### src/rtl/router_pkg.sv
// rtl/router_pkg.sv - shared router constants and requester FSM state type
package router_pkg;

  localparam int PORTS    = 16;
  localparam int DEST_W   = 4;
  localparam int DEST_LSB = 0;

  typedef enum logic [1:0] {
    IDLE = 2'd0,
    REQ  = 2'd1,
    XFER = 2'd2
  } req_state_t;

endpackage

### src/rtl/arb_requester_if.sv
// rtl/arb_requester_if.sv - upstream flit, arbiter request/grant and crossbar flit bundle
interface arb_requester_if #(
  parameter int DATA_W = 32,
  parameter int PORTS  = 16
);

  logic              in_valid;
  logic              in_ready;
  logic [DATA_W-1:0] in_data;
  logic              in_last;
  logic [PORTS-1:0]  request;
  logic [PORTS-1:0]  grant;
  logic              out_valid;
  logic              out_ready;
  logic [DATA_W-1:0] out_data;
  logic              out_last;
  logic [3:0]        out_dest;

  // master is the requester itself; slave is the surrounding router fabric
  modport master (
    input  in_valid, in_data, in_last, grant, out_ready,
    output in_ready, request, out_valid, out_data, out_last, out_dest
  );

  modport slave (
    output in_valid, in_data, in_last, grant, out_ready,
    input  in_ready, request, out_valid, out_data, out_last, out_dest
  );

endinterface

### src/rtl/flit_fifo.sv
// rtl/flit_fifo.sv - synchronous flit FIFO; head reads as zero while empty
module flit_fifo #(
  parameter int W     = 33,
  parameter int DEPTH = 4
) (
  input  logic         clk,
  input  logic         reset,
  input  logic         push_i,
  input  logic [W-1:0] data_i,
  input  logic         pop_i,
  output logic [W-1:0] data_o,
  output logic         full_o,
  output logic         empty_o
);

  localparam int AW = $clog2(DEPTH);

  logic [W-1:0]  mem_q [DEPTH];
  logic [AW-1:0] wr_q;
  logic [AW-1:0] rd_q;
  logic [AW:0]   count_q;
  logic          do_push;
  logic          do_pop;

  assign full_o  = (count_q == (AW+1)'(DEPTH));
  assign empty_o = (count_q == '0);
  assign do_push = push_i && !full_o;
  assign do_pop  = pop_i && !empty_o;
  assign data_o  = empty_o ? '0 : mem_q[rd_q];

  always_ff @(posedge clk) begin
    if (reset) begin
      wr_q    <= '0;
      rd_q    <= '0;
      count_q <= '0;
    end else begin
      if (do_push) begin
        mem_q[wr_q] <= data_i;
        wr_q        <= wr_q + 1'b1;
      end
      if (do_pop) begin
        rd_q <= rd_q + 1'b1;
      end
      case ({do_push, do_pop})
        2'b10:   count_q <= count_q + 1'b1;
        2'b01:   count_q <= count_q - 1'b1;
        default: count_q <= count_q;
      endcase
    end
  end

endmodule

### src/rtl/arb_requester.sv
// rtl/arb_requester.sv - buffers a packet, requests its output arbiter, streams flits; ARB_REQUESTER_WAITCNT_EN adds wait_cycles
module arb_requester #(
  parameter int DATA_W     = 32,
  parameter int PORTS      = router_pkg::PORTS,
  parameter int FIFO_DEPTH = 4
) (
  input  logic              clk,
  input  logic              reset,
  arb_requester_if.master   bus
`ifdef ARB_REQUESTER_WAITCNT_EN
  ,
  output logic [15:0]       wait_cycles
`endif
);

  import router_pkg::*;

  req_state_t        state_q;
  logic [DEST_W-1:0] dest_q;
  logic [PORTS-1:0]  request_q;
  logic [DATA_W:0]   head;
  logic [DEST_W-1:0] head_dest;
  logic              fifo_full;
  logic              fifo_empty;
  logic              gnt_sel;
  logic              out_valid;
  logic              pop;

  flit_fifo #(
    .W     (DATA_W + 1),
    .DEPTH (FIFO_DEPTH)
  ) u_fifo (
    .clk     (clk),
    .reset   (reset),
    .push_i  (bus.in_valid),
    .data_i  ({bus.in_last, bus.in_data}),
    .pop_i   (pop),
    .data_o  (head),
    .full_o  (fifo_full),
    .empty_o (fifo_empty)
  );

  // request_q is one-hot at dest_q whenever it is non-zero, so this picks grant[dest] only
  assign gnt_sel   = |(bus.grant & request_q);
  assign head_dest = head[DEST_LSB +: DEST_W];
  assign out_valid = (state_q == XFER) && gnt_sel && !fifo_empty;
  assign pop       = out_valid && bus.out_ready;

  assign bus.in_ready  = !fifo_full;
  assign bus.request   = request_q;
  assign bus.out_valid = out_valid;
  assign bus.out_data  = head[DATA_W-1:0];
  assign bus.out_last  = head[DATA_W];
  assign bus.out_dest  = 4'(dest_q);

  always_ff @(posedge clk) begin
    if (reset) begin
      state_q   <= IDLE;
      dest_q    <= '0;
      request_q <= '0;
    end else begin
      case (state_q)
        IDLE: begin
          if (!fifo_empty) begin
            state_q   <= REQ;
            dest_q    <= head_dest;
            request_q <= {{(PORTS-1){1'b0}}, 1'b1} << head_dest;
          end
        end
        REQ: begin
          if (gnt_sel) state_q <= XFER;
        end
        XFER: begin
          if (pop && head[DATA_W]) begin
            state_q   <= IDLE;
            request_q <= '0;
          end
        end
        default: begin
          state_q   <= IDLE;
          request_q <= '0;
        end
      endcase
    end
  end

`ifdef ARB_REQUESTER_WAITCNT_EN
  logic [15:0] wait_q;
  logic [15:0] wait_d;

  always_comb begin
    wait_d = wait_q;
    if (state_q == IDLE && !fifo_empty) begin
      wait_d = '0;
    end else if ((state_q == REQ || (state_q == XFER && !gnt_sel)) && wait_q != 16'hFFFF) begin
      wait_d = wait_q + 16'd1;
    end
  end

  always_ff @(posedge clk) begin
    if (reset) wait_q <= '0;
    else       wait_q <= wait_d;
  end

  assign wait_cycles = wait_q;
`endif

endmodule

### src/flat_wrapper.sv
// flat-port wrapper written by rule: the top's interface ports become plain ports
module arb_requester_flat import router_pkg::*;
#(
  parameter int DATA_W     = 32,
  parameter int PORTS      = router_pkg::PORTS,
  parameter int FIFO_DEPTH = 4
)
  (clk, reset, bus_in_valid, bus_in_data, bus_in_last, bus_grant, bus_out_ready, bus_in_ready, bus_request, bus_out_valid, bus_out_data, bus_out_last, bus_out_dest);
  arb_requester_if #(.DATA_W(DATA_W), .PORTS(PORTS)) bus_i ();
  input  logic clk;
  input  logic reset;
  input wire logic [$bits(bus_i.in_valid)-1:0] bus_in_valid;
  input wire logic [$bits(bus_i.in_data)-1:0] bus_in_data;
  input wire logic [$bits(bus_i.in_last)-1:0] bus_in_last;
  input wire logic [$bits(bus_i.grant)-1:0] bus_grant;
  input wire logic [$bits(bus_i.out_ready)-1:0] bus_out_ready;
  output wire logic [$bits(bus_i.in_ready)-1:0] bus_in_ready;
  output wire logic [$bits(bus_i.request)-1:0] bus_request;
  output wire logic [$bits(bus_i.out_valid)-1:0] bus_out_valid;
  output wire logic [$bits(bus_i.out_data)-1:0] bus_out_data;
  output wire logic [$bits(bus_i.out_last)-1:0] bus_out_last;
  output wire logic [$bits(bus_i.out_dest)-1:0] bus_out_dest;
  assign bus_i.in_valid = bus_in_valid;
  assign bus_i.in_data = bus_in_data;
  assign bus_i.in_last = bus_in_last;
  assign bus_i.grant = bus_grant;
  assign bus_i.out_ready = bus_out_ready;
  assign bus_in_ready = bus_i.in_ready;
  assign bus_request = bus_i.request;
  assign bus_out_valid = bus_i.out_valid;
  assign bus_out_data = bus_i.out_data;
  assign bus_out_last = bus_i.out_last;
  assign bus_out_dest = bus_i.out_dest;
  arb_requester #(.DATA_W(DATA_W), .PORTS(PORTS), .FIFO_DEPTH(FIFO_DEPTH)) u_core (.clk(clk), .reset(reset), .bus(bus_i));
endmodule
### config.mk
export PLATFORM = sky130hd
export DESIGN_NAME = arb_requester_flat
export DESIGN_NICKNAME = d
export VERILOG_FILES = /design/src/rtl/router_pkg.sv /design/src/rtl/arb_requester_if.sv /design/src/rtl/flit_fifo.sv /design/src/rtl/arb_requester.sv /design/src/flat_wrapper.sv
export SDC_FILE = /design/constraint.sdc
export NUM_CORES = 1
export LEC_CHECK = 0
export CAP_MARGIN = 20
export CORE_MARGIN = 4
export CORE_UTILIZATION = 50
export DETAILED_ROUTE_END_ITERATION = 12
export MAX_ROUTING_LAYER = met4
export PLACE_DENSITY_LB_ADDON = 0.08
export SYNTH_ARGS = -nofsm -noshare
export SYNTH_HDL_FRONTEND = slang
export SYNTH_SLANG_ARGS = --single-unit
export TNS_END_PERCENT = 1
### constraint.sdc
create_clock -name clk -period 3.6 [get_ports clk]
set_input_delay 0.72 -clock clk [delete_from_list [all_inputs] [get_ports clk]]
set_output_delay 0.72 -clock clk [all_outputs]
set_load 0.02 [all_outputs]
# --- Word level (Yosys, flattened, before mapping) ---
# Memories as Yosys holds them, arrays and structs flattened. A register that Yosys moved wholly into a read port is not among the register bits.
# Cells that the tools add are included.
word_totals:
  reg_bits: 29
  latch_bits: 0
  ram_bits: 132
  rom_bits: 0
  in_bits: 53
  out_inout_bits: 55
  mem_count: 1
mem_list:
  columns: ["memory", "words", "width", "read_ports", "rd_ports_with_merged_regs", "write_ports", "line", "text"]
  rows:
  - ["u_core.u_fifo.mem_q", 4, 33, 1, 1, 1, "flit_fifo.sv:18", "logic [W-1:0] mem_q [DEPTH];"]
op_classes:
  n_addsub: 4
  mul: 0
  n_div: 0
  magnitude_cmp: 0
  eq_ne: 8
  n_shift: 1
  muxes: 14
  bitwise: 3
  reduce_logical: 15
ops:
  columns: ["op", "count"]
  rows:
  - ["case mux 16 bit (3 select lines)", 1]
  - ["2-to-1 mux 33 bit", 1]
  - ["2-to-1 mux 16 bit", 2]
  - ["AND 16 bit", 1]
  - ["OR reduction 16 bit", 1]
  - ["left shift 1 x 4 -> 16 bit (first input constant)", 1]
  - ["2-to-1 mux 2 bit", 5]
  - ["logical AND 1 bit", 6]
  - ["case mux 2 bit (3 select lines)", 1]
  - ["case mux 3 bit (2 select lines)", 1]
  - ["AND reduction 3 bit", 2]
  - ["adder 2 x 1 -> 2 bit (second input constant)", 2]
  - ["equality test 2 x 1 -> 1 bit (second input constant)", 2]
  - ["equality test 2 bit (second input constant)", 2]
  - ["inequality test 2 bit (second input constant)", 2]
  - ["adder 3 x 1 -> 3 bit (second input constant)", 1]
  - ["equality test 3 bit (second input constant)", 1]
  - ["logical NOT 3 bit", 1]
  - ["2-to-1 mux 1 bit", 3]
  - ["subtractor 3 x 1 -> 3 bit (second input constant)", 1]
  - ["logical NOT 1 bit", 2]
  - ["logical NOT 2 bit", 1]
  - ["inequality test 2 x 1 -> 1 bit (second input constant)", 1]
  - ["inverter 1 bit", 2]
  - ["2 further kinds", 2]

# --- Logic depth before layout (Yosys ltp) ---
# Gate-level depths: netlist (run 1).
depth:
  word_depth: 8
  ltp_mapped: 12
  depth_no_buf: 10

# --- By module ---
# Synthesis (run 1) repeated with hierarchy kept, for this count alone.
hier_totals:
  hier_cells: 391
  area_unflattened_um2: 6601.3
modules_own_cells:
  columns: ["mod", "instances", "cells_per_inst", "area_each_um2", "seq_area_each_um2"]
  rows:
  - ["flit_fifo", 1, 263, 5485.3, 4144.0]
  - ["arb_requester", 1, 128, 1116.1, 440.4]

# --- Worst setup path after synthesis (run 1) ---
# No wires, ideal clock.
synth_timing:
  path_kind: "input -> register"
  from: "input bus_grant[6]"
  to: "register u_core.u_fifo.count_q[2]"
  setup_time_ns: 0.070
  arrival_ns: 2.697
  path_slack_ns: 0.833
  path_stages: 12
  n_path_buf: 2
  path_cell_list: "a22o_1 -> a221oi_1 -> and4_1 -> buf_2 -> buf_2 -> nor2_1 -> ha_1 -> inv_1 -> fa_1 -> xor2_1 -> or3_1 -> a21oi_1"
synth_via:
  elab_chain_len: 8
synth_lines:
  columns: ["element", "line", "text"]
  rows:
  - ["from (decl)", "flat_wrapper.sv:15", "input wire logic [$bits(bus_i.grant)-1:0] bus_grant;"]
  - ["AND 16 bit (*)", "arb_requester.sv:44", "assign gnt_sel = |(bus.grant & request_q);"]
  - ["OR reduction 16 bit (*)", "arb_requester.sv:44", null]
  - ["logical AND 1 bit (*) (2 in a row)", "arb_requester.sv:46", "assign out_valid = (state_q == XFER) && gnt_sel && !fifo_empty;"]
  - ["logical AND 1 bit (*)", "arb_requester.sv:47", "assign pop = out_valid && bus.out_ready;"]
  - ["logical AND 1 bit (*)", "flit_fifo.sv:28", "assign do_pop = pop_i && !empty_o;"]
  - ["net u_core.u_fifo.do_pop", "flit_fifo.sv:23", "logic do_pop;"]
  - ["equality test 2 x 1 -> 1 bit / equality test 2 bit (equally long branches)", "flit_fifo.sv:44", "case ({do_push, do_pop})"]
  - ["case mux 3 bit (2 select lines) / nonzero test 2 bit (equally long branches)", null, null]
  - ["to (signal assigned)", "flit_fifo.sv:45", "2'b10: count_q <= count_q + 1'b1;"]
  - ["to (signal assigned)", "flit_fifo.sv:46", "2'b01: count_q <= count_q - 1'b1;"]
  - ["to (signal assigned)", "flit_fifo.sv:47", "default: count_q <= count_q;"]
  - ["to (decl)", "flit_fifo.sv:21", "logic [AW:0] count_q;"]
# Mark *: on every way through the listed nets, which the timed path passes. The rest lies on a longest branch.
# A chain may end at the register's enable or synchronous reset.

==> results.toml, run 1 <==
[die]
die_h_um = 122
core_um2 = 12700
die_x_um = 122
fp.dieArea_um2 = 15000
io_pins = 108
start_util_pct = 51.4
placementRows = 41

[drt]
routedWlPerCell_um = 18.8
drtIter0Drc = 304
antenna_left = 0
drt_pass1_iterations = 4
viasPerCell = 5.48
post-route-drc-count = 0
wl_um = 13100
vias = 3808

[global_route]
met3_usage_pct = 4.61
use_met2_pct = 29.9
antenna_found_initial = 0
busiest_layer = "met2"
grt_pass1_wl_um = 20700
overflow = 0
track_usage_pct = 19.2
grt_pass1_vias = 3900
grtUsageMet1_pct = 24.8
grt_max_degree = 32

[clocking]
post_cts_buffers = 0
cts_buffer_depth = 2
cts_buffers = 17
clockRootBuffer = "clkbuf_16"
path_clk_slew_ps = 60
clk_latency_ps = 420
cts_tree = "done"
clock-sinks = 163
post_cts_resized = 0
postCtsHoldBufs = 0
htreeDepth = 4

[logic_synthesis]
synth-seq-cells = 163
synth_warnings = 0
syn_inst = 390
syn_area_um2 = 6540
syn_nets = 449
synth-async-reset-ratio_pct = 0
synthDistinctLibCells = 42
synthFlopType = "edfxtp_1"
synth-edff-count = 132
avgSynthCellArea_um2 = 16.8
yosysSeqAreaShare_pct = 70.1

[timing]
maxSlewViolCount = 0
period_needed_ps = 3300
hold_viol = 0
rsz0062_at_grt = "no"
worstMarginPinSlew_ps = 607
finalSetupViolCount = 0
finalCritPeriodShare_pct = 91.6
final.setup_skew_ps = 8.14
max_slew_margin_pct = 59.4
final.setup.tns_ps = 0
fmax_ghz = 0.303

[critical_path]
worstPathRequired_ps = 2880
rr_startpoint = "u_core.u_fifo.count_q[2]"
cp_num_buf_inv = 2
path_cells = "buf_12 -> mux4_2 -> and2_1 -> clkdlybuf4s50_1"
cp-end-kind = "output pin"
worstSetupPathType = "register to output pin"
cp.arrival_ps = 2580
crit_family = "buffers and inverters"
r2r_setup_slack_ps = 870
slowest_stage = "dfxtp_2"
worstReg2RegEnd = "u_core.u_fifo.count_q[2]"
crit_fanout = 17
reg2reg_depth = 9
cp_slowest_stage_delay_ps = 650
startpoint_type = "register"

[worst_hold_path]
hold_path_class = "register to register"
min_to = "u_core.bus.out_dest[0]"
min_path_cells = 2
min-delay-start = "u_core.bus.out_dest[0]"

[placed_design]
gp_congestion = 0.778
hpwlAfterDp_um = 8860
port_buffers = 107

[pwr]
powerDensity_nw_per_um2 = 524
p_total_mw = 4.42
vdd_ir_drop_max_mv = 0.355
p_leak_nw = 2.75

[finish]
antenna-diode-count = 0
fillCellCount = 931
seq_area_um2 = 4590
nets = 569
multi_input_comb_area_um2 = 1800
drive_gt1_share_pct = 16.6
area_growth_pct = 28.9

[flow_run]
drv_cap = 0

[status]
outcome = "finished clean"
routing by layer:
layer / up-vias / part of all wire, %
li1: 1769 / -
met1: 1911 / 43
met2: 112 / 50
met3: 16 / 5.8
met4: 0 / 1.6
met5: - / 0
stage by stage:
step           cells  area [um^2]  setup WS, ps  utilization [%]  hold slack (ps)
5_1_grt          695         8430           138             66.3              508
4_1_cts          695         8430           226             66.3              483
3_5_place_dp     663         7860           296             61.8              475
2_1_floorplan    390         6540           833                -              453
3_3_place_gp     663         7860           287             61.8              471
6_report         695         8430           302             66.3              485
state kept, by name (all words and copies together), names as in the netlist, named ones only:
register	flops
u_core.u_fifo.mem_q	132
u_core.bus.request	16
u_core.bus.out_dest	4
u_core.u_fifo.count_q	3
u_core.state_q	2
u_core.u_fifo.rd_q	2
u_core.u_fifo.wr_q	2
area by class of cell:
class                           count  area share [%]
Inverter                           10           0.445
Clock buffer                       20            5.18
Tap cell                          172            2.55
Sequential cell                   163            54.4
Timing Repair Buffer              123            14.4
Multi-Input combinational cell    195            21.4
Clock inverter                     12            1.65
power breakdown:
group / total, mW / switching, mW / internal [mW] / leakage [nW]
Clock: 1.76 / 0.678 / 1.08 / 0.274
Sequential: 2.13 / 0.0318 / 2.10 / 1.45
Combinational: 0.527 / 0.291 / 0.235 / 1.02
worst reg2reg max path: cells and delay by family, from the launching register on:
kind | cells | cell delay [ps]
adder cells (fa/ha/maj) | 2 | 630
XOR/XNOR | 1 | 160
AND/OR/NAND/NOR | 4 | 1260
buffers and inverters | 1 | 70
flip-flops | 1 | 370
AO/OA/AOI/OAI | 1 | 170
layout by cell type (no fill, tap or decap), types with 3 or more instances in the layout:
cell type        instances
clkbuf_16               17
and3_1                   3
ha_1                     5
a22o_1                   4
and2_2                   4
bufinv_16                3
edfxtp_1               132
a21oi_1                 27
clkdlybuf4s50_1        107
inv_1                   10
buf_4                   14
dfxtp_1                 29
nand2_1                 24
o311ai_1                15
nand3_1                  7
mux4_2                  33
a221oi_1                 4
clkbuf_1                 3
clkinv_1                 4
or3_1                    4
nor2_1                  10
and2_1                  29
kinds of logic (layout without fill, tap and decap cells):
group / count (synthesis) / in the layout / share of synthesized area [%]
and+or+nand+nor: 94 / 94 / 7.96
DFF: 163 / 163 / 70.1
buffers and inverters: 32 / 165 / 2.45
AOI/OAI and AO/OA: 59 / 59 / 6.47
adders and majority gates: 6 / 6 / 1.26
muxes: 33 / 33 / 11.4
xor gates and xnor gates: 3 / 3 / 0.402
how the worst max path moves through the flow:
| stage | start | endpoint | slack, ps | cells past startpoint |
|---|---|---|---|---|
| final | register | bus_out_data[18] | 300 | 4 |
| after global routing | register | bus_out_data[18] | 140 | 4 |
| after CTS | register | bus_out_data[18] | 230 | 4 |
| after detailed placement | bus_grant[2] | bus_out_valid | 300 | 6 |
| after global placement | bus_grant[2] | bus_out_valid | 290 | 6 |
| after floorplan | bus_grant[6] | u_core.u_fifo.count_q[2] | 830 | 12 |
synth_stat cells, drive strengths merged (3+ instances only):
library cell / n / area [um^2]
clkbuf: 7 / 26.3
ha: 5 / 62.6
a21oi: 27 / 135
inv: 10 / 37.5
o311ai: 17 / 149
dfxtp: 31 / 621
buf: 15 / 96.3
and3: 3 / 18.8
nand2: 25 / 96.4
nor2: 11 / 43.8
and2: 35 / 224
a221oi: 4 / 35.0
nand3: 7 / 35.0
or3: 4 / 25.0
a22o: 4 / 35.0
mux4: 33 / 743
edfxtp: 132 / 3960
Power figures use the tool's default switching activity.
==> run 2, diff against run 1 <==
GPL_ROUTABILITY_DRIVEN = 0   (was unset)
==> results of run 2 <==
Same layout as run 1: the final DEF is identical, and so are final timing and power.
==> run 3, diff against run 2 <==
MAX_ROUTING_LAYER = unset   (was met4)
==> run 3 against run 2 <==
Combinational power about the same. Sequential power about the same. Register-to-register slack barely moved. First-iteration DRC count is 2.6% higher.
==> results.toml, run 3 (synthesis gave the netlist of run 1 again) <==
[die]
core_um2 = 12700
fp.dieArea_um2 = 15000
placementRows = 41
die_x_um = 122
io_pins = 108
die_h_um = 122
start_util_pct = 51.4

[finish]
drive_gt1_share_pct = 16.6
postLayoutCoreUtil_pct = 66.3
fillCellCount = 931
instances_no_fill = 695
mostFrequentLayoutCells = "edfxtp_1 (132), clkdlybuf4s50_1 (107), mux4_2 (33), and2_1 (29), dfxtp_1 (29)"
top_register = "u_core.u_fifo.mem_q"
fin_area_um2 = 8430
multi_input_comb_area_um2 = 1800
antenna-diode-count = 0
nets = 569
area_growth_pct = 28.9
largest_reg_flops = 132
final_common_cell = "edfxtp_1"
seq_area_um2 = 4590

[timing]
finalCritPeriodShare_pct = 91.7
finalSetupViolCount = 0
worstMarginPinSlew_ps = 585
fmax_ghz = 0.303
period_needed_ps = 3300
max_slew_margin_pct = 60.9
finalWorstSetupSlack_ps = 297
hold_viol = 0
final.setup.tns_ps = 0
maxSlewViolCount = 0
rsz0062_at_grt = "no"
final.setup_skew_ps = 7.60
holdWs_ps = 482

[pwr]
vdd_ir_drop_max_mv = 0.355
p_leak_nw = 2.75
p_total_mw = 4.42
powerDensity_nw_per_um2 = 524

[clocking]
clock-sinks = 163
cts_tree = "done"
postCtsHoldBufs = 0
cts_buffers = 17
clockRootBuffer = "clkbuf_16"
clk_latency_ps = 420
htreeDepth = 4
cts_buffer_depth = 2
path_clk_slew_ps = 60
post_cts_buffers = 0
post_cts_resized = 0

[placed_design]
hpwlAfterDp_um = 8860
port_buffers = 107
placed_area_um2 = 7860
pre_cts_ws_ps = 296
dp.cells = 663

[drt]
vias = 3847
viasPerCell = 5.54
post-route-drc-count = 0
antenna_left = 0
drtIter0Drc = 312
drt_pass1_iterations = 5
wl_um = 13100
routedWlPerCell_um = 18.8

[status]
outcome = "finished clean"

[critical_path]
cp.arrival_ps = 2580
cp-end-kind = "output pin"
startpoint_type = "register"
worstSetupPathType = "register to output pin"
worstPathRequired_ps = 2880
crit_fanout = 17

[global_route]
grt_pass1_wl_um = 20700
track_usage_pct = 18.6
overflow = 0
grt_max_degree = 32
grt_pass1_vias = 3903
antenna_found_initial = 0

[worst_hold_path]
hold_path_class = "register to register"

[flow_run]
drv_cap = 0
-- run 3: cell counts in the layout (fill, tap and decap cells not counted) --
Identical to the previous run, type by type.
-- run 3: cell type report --
type                       count  area share (%)
clock buffer                  20            5.18
inverter                      10           0.445
clock inverter                12            1.65
tap                          172            2.55
multi-input combinational    195            21.4
sequential                   163            54.4
timing repair buffer         123            14.4
-- run 3: report_power, final --
group          internal [mW]  switching, mW
clock                   1.08          0.677
combinational          0.235          0.292
sequential              2.10         0.0319
-- run 3: path summary, 6_finish.rpt --
path	slack, ps	to	startpoint	cells past startpoint
setup / recovery	300	bus_out_data[18]	register	4
hold / removal	480	u_core.bus.out_dest[0]	u_core.bus.out_dest[0]	2
setup reg to reg	870	u_core.u_fifo.count_q[2]	u_core.u_fifo.count_q[2]	9
hold reg to reg	480	u_core.bus.out_dest[0]	u_core.bus.out_dest[0]	2
-- run 3: layer usage --
metal | wire, um | vias to the layer above | track usage [%]
met2 | 6510 | 122 | 30.0
met3 | 815 | 17 | 5.21
met4 | 204 | 0 | 6.93
met5 | 0 | - | 0
met1 | 5570 | 1939 | 24.4
li1 | - | 1769 | -
-- run 3: critical path: stages, from the launching register on --
cell,delay (ps)
dfxtp_2,650
buf_12,260
mux4_2,510
and2_1,190
clkdlybuf4s50_1,550
